==> src/rtl/palu_pkg.sv <==
// Shared definitions for the PALU datapath and its two-requester arbiter.
// Holds the op encoding, the data width and the packed response payload.
package palu_pkg;

  localparam int unsigned DATA_W = 8;

  localparam logic [1:0] OP_ADD = 2'd0;
  localparam logic [1:0] OP_NOT = 2'd1;
  localparam logic [1:0] OP_AND = 2'd2;
  localparam logic [1:0] OP_OR  = 2'd3;

  // Registered response payload: result, carry-out and winning requester.
  typedef struct packed {
    logic [DATA_W-1:0] f;
    logic              ovf;
    logic              id;
  } palu_rsp_t;

endpackage

==> src/rtl/eightbit_palu.sv <==
// eightbit_palu: combinational 8-bit ALU (add, not b, and, or).
// Ports:
//   sel  in  2       op select (OP_ADD / OP_NOT / OP_AND / OP_OR)
//   a    in  DATA_W  operand a
//   b    in  DATA_W  operand b
//   f    out DATA_W  result
//   ovf  out 1       carry-out of the add; 0 for every other op
module eightbit_palu
  import palu_pkg::*;
(
  input  logic [1:0]        sel,
  input  logic [DATA_W-1:0] a,
  input  logic [DATA_W-1:0] b,
  output logic [DATA_W-1:0] f,
  output logic              ovf
);

  // Op decode; the add is computed one bit wider to expose the carry.
  always_comb begin
    f   = '0;
    ovf = 1'b0;
    case (sel)
      OP_ADD:  {ovf, f} = (DATA_W+1)'(a) + (DATA_W+1)'(b);
      OP_NOT:  f = ~b;
      OP_AND:  f = a & b;
      OP_OR:   f = a | b;
      default: f = '0;
    endcase
  end

endmodule

==> src/rtl/palu_arbiter.sv <==
// palu_arbiter: round-robin share of one eightbit_palu between two
// valid/ready requesters, with a single backpressured response register.
// Optional statistics counters are built when PALU_ARB_STATS_EN is defined;
// otherwise the stat ports are tied to zero.
// Ports:
//   clk, reset               clock, synchronous active-high reset
//   req_valid/req_ready [2]  per-requester handshake (bit i = requester i)
//   req_sel [4]              {sel1, sel0}
//   req_a, req_b [16]        {x1, x0} operands
//   rsp_valid/rsp_ready      response handshake
//   rsp_f, rsp_ovf, rsp_id   registered result, carry-out, winning requester
//   stat_grant0/1, stat_ovf  saturating counters (STAT_W bits)
module palu_arbiter
  import palu_pkg::*;
#(
  parameter int unsigned RR_INIT = 0,
  parameter int unsigned STAT_W  = 16
) (
  input  logic                clk,
  input  logic                reset,
  input  logic [1:0]          req_valid,
  output logic [1:0]          req_ready,
  input  logic [3:0]          req_sel,
  input  logic [15:0]         req_a,
  input  logic [15:0]         req_b,
  output logic                rsp_valid,
  input  logic                rsp_ready,
  output logic [DATA_W-1:0]   rsp_f,
  output logic                rsp_ovf,
  output logic                rsp_id,
  output logic [STAT_W-1:0]   stat_grant0,
  output logic [STAT_W-1:0]   stat_grant1,
  output logic [STAT_W-1:0]   stat_ovf
);

  logic              prio;
  logic              rsp_valid_q;
  palu_rsp_t         rsp_q;
  logic              can_accept;
  logic [1:0]        grant;
  logic              gid;
  logic              accept;
  logic [1:0]        palu_sel;
  logic [DATA_W-1:0] palu_a;
  logic [DATA_W-1:0] palu_b;
  logic [DATA_W-1:0] palu_f;
  logic              palu_ovf;

  // Round-robin pick: a lone requester wins, a tie goes to prio.
  always_comb begin
    grant = 2'b00;
    case (req_valid)
      2'b01:   grant = 2'b01;
      2'b10:   grant = 2'b10;
      2'b11:   grant = prio ? 2'b10 : 2'b01;
      default: grant = 2'b00;
    endcase
  end

  assign gid        = grant[1];
  assign can_accept = !rsp_valid_q || rsp_ready;
  assign req_ready  = (can_accept && !reset) ? grant : 2'b00;
  assign accept     = |(req_valid & req_ready);

  // Operand mux feeding the shared PALU.
  assign palu_sel = gid ? req_sel[3:2]  : req_sel[1:0];
  assign palu_a   = gid ? req_a[15:8]   : req_a[7:0];
  assign palu_b   = gid ? req_b[15:8]   : req_b[7:0];

  eightbit_palu u_palu (
    .sel (palu_sel),
    .a   (palu_a),
    .b   (palu_b),
    .f   (palu_f),
    .ovf (palu_ovf)
  );

  // Response register and priority pointer; accept wins over drain so a
  // simultaneous drain+accept leaves no bubble.
  always_ff @(posedge clk) begin
    if (reset) begin
      rsp_valid_q <= 1'b0;
      rsp_q       <= '0;
      prio        <= 1'(RR_INIT);
    end else if (accept) begin
      rsp_valid_q <= 1'b1;
      rsp_q       <= '{f: palu_f, ovf: palu_ovf, id: gid};
      prio        <= ~gid;
    end else if (rsp_ready) begin
      rsp_valid_q <= 1'b0;
    end
  end

  assign rsp_valid = rsp_valid_q;
  assign rsp_f     = rsp_q.f;
  assign rsp_ovf   = rsp_q.ovf;
  assign rsp_id    = rsp_q.id;

`ifdef PALU_ARB_STATS_EN
  logic [STAT_W-1:0] grant0_q;
  logic [STAT_W-1:0] grant1_q;
  logic [STAT_W-1:0] ovf_q;

  // Saturating event counters.
  always_ff @(posedge clk) begin
    if (reset) begin
      grant0_q <= '0;
      grant1_q <= '0;
      ovf_q    <= '0;
    end else if (accept) begin
      if (!gid && (grant0_q != '1)) grant0_q <= grant0_q + STAT_W'(1);
      if (gid && (grant1_q != '1))  grant1_q <= grant1_q + STAT_W'(1);
      if (palu_ovf && (ovf_q != '1)) ovf_q   <= ovf_q + STAT_W'(1);
    end
  end

  assign stat_grant0 = grant0_q;
  assign stat_grant1 = grant1_q;
  assign stat_ovf    = ovf_q;
`else
  assign stat_grant0 = '0;
  assign stat_grant1 = '0;
  assign stat_ovf    = '0;
`endif

endmodule

==> config.mk <==
export PLATFORM = sky130hd
export DESIGN_NAME = palu_arbiter
export DESIGN_NICKNAME = d
export VERILOG_FILES = /design/src/rtl/palu_pkg.sv /design/src/rtl/eightbit_palu.sv /design/src/rtl/palu_arbiter.sv
export SDC_FILE = /design/constraint.sdc
export NUM_CORES = 1
export LEC_CHECK = 0
export CAP_MARGIN = 40
export CELL_PAD_IN_SITES_DETAIL_PLACEMENT = 0
export CELL_PAD_IN_SITES_GLOBAL_PLACEMENT = 1
export CORE_UTILIZATION = 25
export CTS_BUF_LIST = sky130_fd_sc_hd__clkbuf_2
export CTS_CLUSTER_DIAMETER = 40
export CTS_CLUSTER_SIZE = 25
export DETAILED_ROUTE_END_ITERATION = 10
export GPL_ROUTABILITY_DRIVEN = 0
export PLACE_DENSITY_LB_ADDON = 0.1
export SETUP_SLACK_MARGIN = 0.5
export SYNTH_ARGS = -nofsm -noshare
export SYNTH_HDL_FRONTEND = slang
export SYNTH_SLANG_ARGS = --single-unit
==> constraint.sdc <==
create_clock -name clk -period 4.77 [get_ports clk]
set_clock_uncertainty 0.15 [all_clocks]
set_input_delay 1.431 -clock clk [delete_from_list [all_inputs] [get_ports clk]]
set_output_delay 1.431 -clock clk [all_outputs]
set_load 0.01 [all_outputs]
==> flow_metrics.tcl, run 1 <==
set metrics [dict create \
    rrSetupSlack_ns 1.90 \
    syn-instance-count 246 \
    core_sq_um 7370 \
    worst_r2r_path_depth 9 \
    netlist_area_sq_um 1940 \
    diodes 0 \
    yosys_warnings 0 \
    postRouteAntennaNets 0 \
    start_kind "input pin" \
    final.setup.tns_ns 0 \
    maxSlewViolCount 0 \
    power_density_nw_per_um2 178 \
    p_leak_uw 0.00112 \
    placed_area_sq_um 2410 \
    tightestPinTransition_ns 0.485 \
    synth_seq_cells 12 \
    ioPinCount 102 \
    grt_overflow_total 0 \
    clk_latency_ns 0.28 \
    status "finished clean" \
    routedWlPerCell_microns 13.4 \
    drt_first_pass_iters 4 \
    hold_path_depth 2 \
    synth-edff-count 0 \
    clockBufferDepth 2 \
    grt_use_total_pct 13.4 \
    h-tree-depth 1 \
    final_cells 398 \
    avgViaCountPerCell 4.44 \
    yosys_most_used_dff "dfxtp_1" \
    timing.final.ws_setup_ns 0.634 \
    totalWireLength_microns 5330 \
    clk_pin_slew_ns 0.14 \
    antenna_found_initial 0 \
    required_ns 3.19 \
    critPathMaxFanout 8 \
    maxSlewHeadroom_pct 66.7 \
    drt_iter0_drc 72 \
    synth_sequential_area_ratio_pct 12.4 \
    rsz0062_at_grt "false" \
    whs_ns 0.336 \
    r2r-end "rsp_f[6]" \
    critPathSlowestCell "clkdlybuf4s50_1" \
    drc 0 \
    start_util_pct 26.3 \
    hpwlAfterDp_microns 4300 \
    fmax_mhz 242 \
    fp.dieH_microns 90.0 \
    drive_above_1_share_pct 11.7 \
    cp_slowest_stage_delay_ns 0.58 \
    final_nets 359 \
    fin_area_sq_um 2450 \
    cp_top_family "buffers and inverters" \
    cts_sinks 12 \
    pre_cts_ws_ns 0.106 \
    io_buffer_count 53 \
    die_area_sq_um 8100 \
    final_common_cell "clkdlybuf4s50_1" \
    drv_cap 0 \
    fillers 817 \
    vdd_drop_max_uv 37.9 \
    cp.buffers_inverters 2 \
    postCtsSetupRepairBufs 0 \
    period_needed_ns 4.14 \
    crit_arrival_ns 2.55 \
    layout_common_cells "clkdlybuf4s50_1, conb_1, inv_1, ha_1, o21ai_0" \
    postCtsHoldBufs 0 \
    cp_cell_sequence "clkdlybuf4s50_1 -> nor3_2 -> dlygate4sd2_1" \
    setup_viol 0 \
    min-delay-start "rsp_id" \
    critPathKind "in2out" \
    hold_violations 0 \
    r2r-start "prio" \
    grt_max_degree 19 \
    syn2layout_area_growth_pct 26.6 \
    rows 31 \
    vias 1766 \
    ctsRootBufferMaster "clkbuf_2" \
    numCtsBuffers 3 \
    fp.dieW_microns 90.0 \
    grt_pass1_wl_microns 8480 \
    min_to "rsp_id" \
    avgSynthCellArea_sq_um 7.87 \
    hp-class "reg2reg" \
    timing.final.crit_share_pct 86.7 \
    tritoncts "yes" \
    cp-end-kind "primary output" \
    async_flop_share_pct 0 \
    grt_pass1_vias 1645 \
    synth_cell_type_count 51 \
    dp_cells 395 \
]
==> through the flow <==
stage,utilization (%),power [uW]
3_5_place_dp,32.7,378
4_1_cts,33.1,437
5_1_grt,33.3,470
3_3_place_gp,32.7,380
2_1_floorplan,-,308
6_report,33.3,436
==> cell usage after synthesis, drive strengths merged, types with 5 or more instances <==
cell type	n	share of area, %
clkbuf	5	1.1
buf	52	20
dfxtp	12	12
mux2i	11	5.7
nor3	6	1.8
a21oi	13	3.4
ha	16	10
mux2	10	5.8
a31oi	6	1.9
inv	21	4.1
nor2	11	2.1
o21ai	14	3.6
nand2	6	1.2
or3	5	1.7
==> flip-flops by register name, summed over array words and instances, names as in the netlist <==
signal	count
prio	1
rsp_id	1
rsp_f	8
rsp_valid	1
rsp_ovf	1
==> worst reg2reg max path: cells and delay by family, from the launching register on <==
family,cells,cell delay (ns)
compound gates,3,0.78
fa+ha+maj,2,0.68
mux,1,0.37
flops,1,0.36
simple gates,2,0.34
xor+xnor,1,0.13
==> area by class of cell <==
type	count	area [sq um]	share of cell area, %
clock buffer	3	15.0	0.612
inverter	21	78.8	3.21
multi-input combinational	203	1410	57.4
sequential	12	240	9.80
tap	99	124	5.05
timing repair buffer	60	587	23.9
==> layer usage <==
metal	wire (microns)	part of all wire, %	GRT usage (%)
met5	0	0	0
met4	65	1.2	4.03
met3	263	4.9	1.69
met2	2450	46	21.8
met1	2550	48	18.2
==> repair_timing <==
item,4_1_cts,5_1_grt
gates cloned,0,0
pin swaps,0,0
resized for setup,5,7
setup endpoints to repair,3,3
==> worst max path at each step <==
stage | startpoint | cells past startpoint | to | slack (ns)
CTS | rsp_ready | 4 | req_ready[0] | 0.51
floorplan | req_valid[0] | 11 | rsp_f[6] | 0.63
finish | reset | 3 | req_ready[1] | 0.63
global route | req_valid[1] | 6 | req_ready[0] | 0.56
global placement | req_valid[0] | 5 | req_ready[1] | 0.11
detailed placement | req_valid[0] | 5 | req_ready[1] | 0.11
==> where the power goes <==
group / internal (uW) / total, uW / switching (uW)
sequential: 111 / 117 / 6.64
combinational: 124 / 261 / 137
clock: 17.1 / 57.3 / 40.1
total: 252 / 436 / 184
==> cells by family after synthesis <==
family | after synthesis | synth area share, %
other | 1 | 0.194
AND/OR/NAND/NOR | 49 | 15.0
flip-flops | 12 | 12.4
buffers and inverters | 78 | 25.1
multiplexers | 21 | 11.5
AO/OA/AOI/OAI | 64 | 22.6
XOR/XNOR | 4 | 1.81
adder cells (fa/ha/maj) | 17 | 11.4
(Power assumes the default switching activity.)
==> run 2, diff against run 1 <==
Settings changed: CORE_UTILIZATION 25 to 28, REMOVE_ABC_BUFFERS set to 1.
==> run 2 against run 1 <==
Utilization grew 4.3 points. Setup slack worse by 0.067 ns. Routed wire length down 1.9%. Fmax fell by 1.6%.
==> flow_metrics.tcl, run 2 (synthesis gave the netlist of run 1 again) <==
set metrics [dict create \
    hold_violations 0 \
    drt_iter0_drc 65 \
    multiInputGateArea_sq_um 1400 \
    diodes 0 \
    drive_above_1_share_pct 11.9 \
    final_nets 362 \
    setup_viol 0 \
    use_met2_pct 24.6 \
    syn2layout_area_growth_pct 26.1 \
    hp-class "reg2reg" \
    io_buffer_count 53 \
    power_density_nw_per_um2 178 \
    avgViaCountPerCell 4.68 \
    die_area_sq_um 7250 \
    fin_area_sq_um 2440 \
    grt_max_degree 16 \
    clk_latency_ns 0.27 \
    maxSlewHeadroom_pct 67.4 \
    grt_pass1_wl_microns 8420 \
    core_sq_um 6490 \
    worst_r2r_path_depth 9 \
    antenna_found_initial 0 \
    tritoncts "yes" \
    vias 1774 \
    drc 0 \
    routedWlPerCell_microns 13.8 \
    critPathMaxFanout 7 \
    fillers 683 \
    fmax_mhz 238 \
    rsz0062_at_grt "false" \
    largest_register_ffs 8 \
    totalWireLength_microns 5220 \
    cp_common_cell "nand2_1" \
    tightestPinTransition_ns 0.475 \
    crit_arrival_ns 2.62 \
    gr-max-usage-layer "met2" \
    grt_use_met3_pct 1.46 \
    ff_latch_area_sq_um 240 \
    cts_sinks 12 \
    rrSetupSlack_ns 1.92 \
    required_ns 3.19 \
    hold_path_depth 2 \
    grt_use_total_pct 14.8 \
    hpwlAfterDp_microns 4210 \
    fp.dieW_microns 85.2 \
    fp.dieH_microns 85.2 \
    h-tree-depth 1 \
    numCtsBuffers 3 \
    critPathSlowestCell "clkdlybuf4s50_1" \
    cp_slowest_stage_delay_ns 0.44 \
    final_common_cell "clkdlybuf4s50_1" \
    r2r-start "prio" \
    status "finished clean" \
    ioPinCount 102 \
    drt_first_pass_iters 4 \
    met1_usage_pct 20.5 \
    cp-end-kind "primary output" \
    grt_overflow_total 0 \
    vdd_drop_max_uv 51.5 \
    final.setup.tns_ns 0 \
    start_kind "input pin" \
    maxSlewViolCount 0 \
    postCtsSetupRepairBufs 0 \
    min-delay-start "rsp_id" \
    clk_pin_slew_ns 0.16 \
    ctsRootBufferMaster "clkbuf_2" \
    p_leak_uw 0.00114 \
    layout_common_cells "clkdlybuf4s50_1, conb_1, inv_1, ha_1, o21ai_0" \
    timing.final.crit_share_pct 88.1 \
    critPathKind "in2out" \
    min_to "rsp_id" \
    placed_area_sq_um 2410 \
    cp_cell_sequence "clkdlybuf4s50_1 -> buf_4 -> nand2_1 -> nand2_1 -> nor3_2 -> clkdlybuf4s15_1" \
    clockBufferDepth 2 \
    grt_pass1_vias 1661 \
    rows 29 \
    period_needed_ns 4.20 \
    start_util_pct 29.8 \
    drv_cap 0 \
    r2r-end "rsp_f[6]" \
    postRouteAntennaNets 0 \
]
run 2: changes by cell type in the layout (fill, tap and decap cells not counted), sizes merged:
cell,before,now
clkdlybuf4s15,0,1
dlymetal6s2s,1,2
clkbuf,4,3
buf,7,10
dlygate4sd2,1,0
run 2: how the worst max path moves through the flow:
stage	from	endpoint	slack, ns	cells after the start
6_report	req_valid[1]	req_ready[0]	0.57	6
3_3_place_gp	req_valid[0]	req_ready[1]	0.15	5
3_5_place_dp	req_valid[0]	req_ready[1]	0.12	5
4_1_cts	req_valid[0]	req_ready[1]	0.23	5
2_1_floorplan	req_valid[0]	rsp_f[6]	0.42	9
5_1_grt	req_valid[1]	req_ready[0]	0.48	6
run 2: worst max-delay path, delay by kind of cell:
kind	cells	cell delay [ns]
buffers and inverters	3	0.87
and+or+nand+nor	3	0.31
run 2: metal layers:
metal	wire, microns	part of all wire (%)
met2	2330	45
met3	244	4.7
met5	0	0
met1	2610	50
met4	34	0.65
run 2: layout make-up:
cell class / count / share of cell area (%)
multi-input cells: 203 / 57.4
repair buffers: 63 / 25.0
flip-flops and latches: 12 / 9.84
well taps: 77 / 3.94
inverters: 21 / 3.23
clock buffers: 3 / 0.615
run 2: per-stage QoR:
step | power, uW | hold WS (ns) | worst slack [ns] | util (%) | std cells
finish | 434 | 0.329 | 0.567 | 37.6 | 379
global placement | 379 | 0.317 | 0.148 | 37.1 | 376
CTS | 438 | 0.332 | 0.235 | 37.4 | 379
floorplan | 272 | 0.339 | 0.421 | - | 236
global route | 473 | 0.366 | 0.482 | 37.6 | 379
detailed placement | 379 | 0.312 | 0.122 | 37.1 | 376
run 2: where the power goes:
group / total, uW / internal (uW) / switching, uW
Sequential: 116 / 111 / 5.50
Clock: 57.2 / 17.2 / 40.1
Combinational: 261 / 126 / 135
Total: 434 / 254 / 181
run 2: what timing repair did:
| action | 4_1_cts | 5_1_grt |
|---|---|---|
| cloned | 0 | 0 |
| gates resized for setup | 3 | 5 |
| hold buffers | 0 | 0 |
| endpoints found under the setup margin | 2 | 3 |
| endpoints found under the hold margin | 0 | 0 |
==> run 3, diff against run 2 <==
Settings changed: CORE_MARGIN set to 2.
==> run 3 against run 2 <==
Via count increased by 0.56%. Routed wire length increased by 1.3%. Combinational power hardly changed. Non-clock buffer count is 1 lower.
==> flow_metrics.tcl, run 3 (synthesis gave the netlist of run 1 again) <==
set metrics [dict create \
    status "finished clean" \
    clk_pin_slew_ns 0.15 \
    totalWireLength_microns 5290 \
    power_density_nw_per_um2 180 \
    vdd_drop_max_uv 59.1 \
    maxSlewViolCount 0 \
    period_needed_ns 4.13 \
    grt_pass1_wl_microns 8340 \
    die_area_sq_um 7600 \
    setup_viol 0 \
    antenna_found_initial 0 \
    postRouteAntennaNets 0 \
    rows 30 \
    critPathMaxFanout 3 \
    grt_use_met3_pct 1.23 \
    crit_arrival_ns 2.55 \
    tritoncts "yes" \
    gr-max-usage-layer "met2" \
    routedWlPerCell_microns 13.9 \
    pre_cts_ws_ns 0.134 \
    drt_iter0_drc 69 \
    start_kind "input pin" \
    rsz0062_at_grt "false" \
    clock_power_share_pct 14.3 \
    multiInputGateArea_sq_um 1390 \
    start_util_pct 28.7 \
    drv_cap 0 \
    use_met2_pct 24.4 \
    avgViaCountPerCell 4.67 \
    final.setup.tns_ns 0 \
    hp-class "reg2reg" \
    grt_pass1_vias 1665 \
    cp-end-kind "primary output" \
    io_buffer_count 53 \
    syn2layout_area_growth_pct 25.6 \
    timing.final.crit_share_pct 86.5 \
    seq_power_share_pct 26.6 \
    fp.dieH_microns 87.2 \
    fillers 739 \
    cts_sinks 12 \
    critPathKind "in2out" \
    hold_violations 0 \
    fp.dieW_microns 87.2 \
    hpwlAfterDp_microns 4230 \
    largest_register_ffs 8 \
    tightestPinTransition_ns 0.461 \
    p_sw_uw 184 \
    layout_common_cells "clkdlybuf4s50_1, conb_1, inv_1, ha_1, o21ai_0" \
    ioPinCount 102 \
    grt_max_degree 22 \
    p_int_uw 254 \
    numCtsBuffers 3 \
    clockBufferDepth 2 \
    vias 1784 \
    p_leak_uw 0.00112 \
    ff_latch_area_sq_um 240 \
    clk_latency_ns 0.29 \
    ctsRootBufferMaster "clkbuf_2" \
    maxSlewHeadroom_pct 68.4 \
    postCtsSetupRepairBufs 0 \
    combPwrFrac_pct 59.1 \
    grt_use_total_pct 14.1 \
    p_sw_share_pct 42.0 \
    h-tree-depth 1 \
    met1_usage_pct 18.8 \
    drive_above_1_share_pct 10.6 \
    final_common_cell "clkdlybuf4s50_1" \
    timing.final.ws_setup_ns 0.642 \
    fmax_mhz 242 \
    diodes 0 \
    grt_overflow_total 0 \
    core_sq_um 6760 \
    final_nets 361 \
    drc 0 \
    required_ns 3.19 \
    drt_first_pass_iters 4 \
]
[run 3: cell count changes in the layout (fill, tap and decap cells not counted), sizes merged]
cell | before | now
dlymetal6s2s | 2 | 0
clkinv | 0 | 1
dlygate4sd2 | 0 | 3
buf | 10 | 9
clkdlybuf4s15 | 1 | 0
[run 3: what timing repair did]
item	in CTS	in global routing
resized for setup	3	1
hold buffers	0	0
setup endpoints to repair	3	1
[run 3: per-stage QoR]
step | hold WS (ns) | util (%) | cell area (sq um) | total power, uW | std cells
floorplan | 0.339 | - | 1710 | 272 | 236
global placement | 0.325 | 35.8 | 2420 | 381 | 378
detailed placement | 0.318 | 35.8 | 2420 | 379 | 378
CTS | 0.337 | 36.0 | 2430 | 443 | 382
global route | 0.364 | 36.0 | 2430 | 476 | 382
finish | 0.331 | 36.0 | 2430 | 439 | 382
[run 3: layout make-up]
class | instances | share of cell area, %
well taps | 80 | 4.11
clock inverters | 1 | 0.154
flip-flops and latches | 12 | 9.87
repair buffers | 62 | 24.9
clock buffers | 3 | 0.617
inverters | 21 | 3.24
multi-input cells | 203 | 57.1
[run 3: power groups by stage]
stage,clock (uW),combinational [uW],sequential [uW]
2_1_floorplan,0,150,123
3_3_place_gp,0,262,119
3_5_place_dp,0,260,119
4_1_cts,65.0,261,117
5_1_grt,67.8,290,118
6_report,62.6,260,117
[run 3: worst paths after layout]
| path | startpoint | to | slack [ns] | cells after the start |
|---|---|---|---|---|
| max | req_valid[1] | req_ready[0] | 0.64 | 5 |
| min | rsp_id | rsp_id | 0.33 | 2 |
| max reg2reg | prio | rsp_f[6] | 1.79 | 10 |
| min reg2reg | rsp_id | rsp_id | 0.33 | 2 |
[run 3: critical path: stages]
cell	delay (ns)
clkdlybuf4s50_1	0.45
nand2_1	0.11
nand2_1	0.06
nor3_1	0.19
dlygate4sd2_1	0.30
[run 3: routing by layer]
metal	wire length, microns	vias to the layer above
li1	-	890
met1	2400	813
met2	2560	77
met3	284	4
met4	40	0
met5	0	-
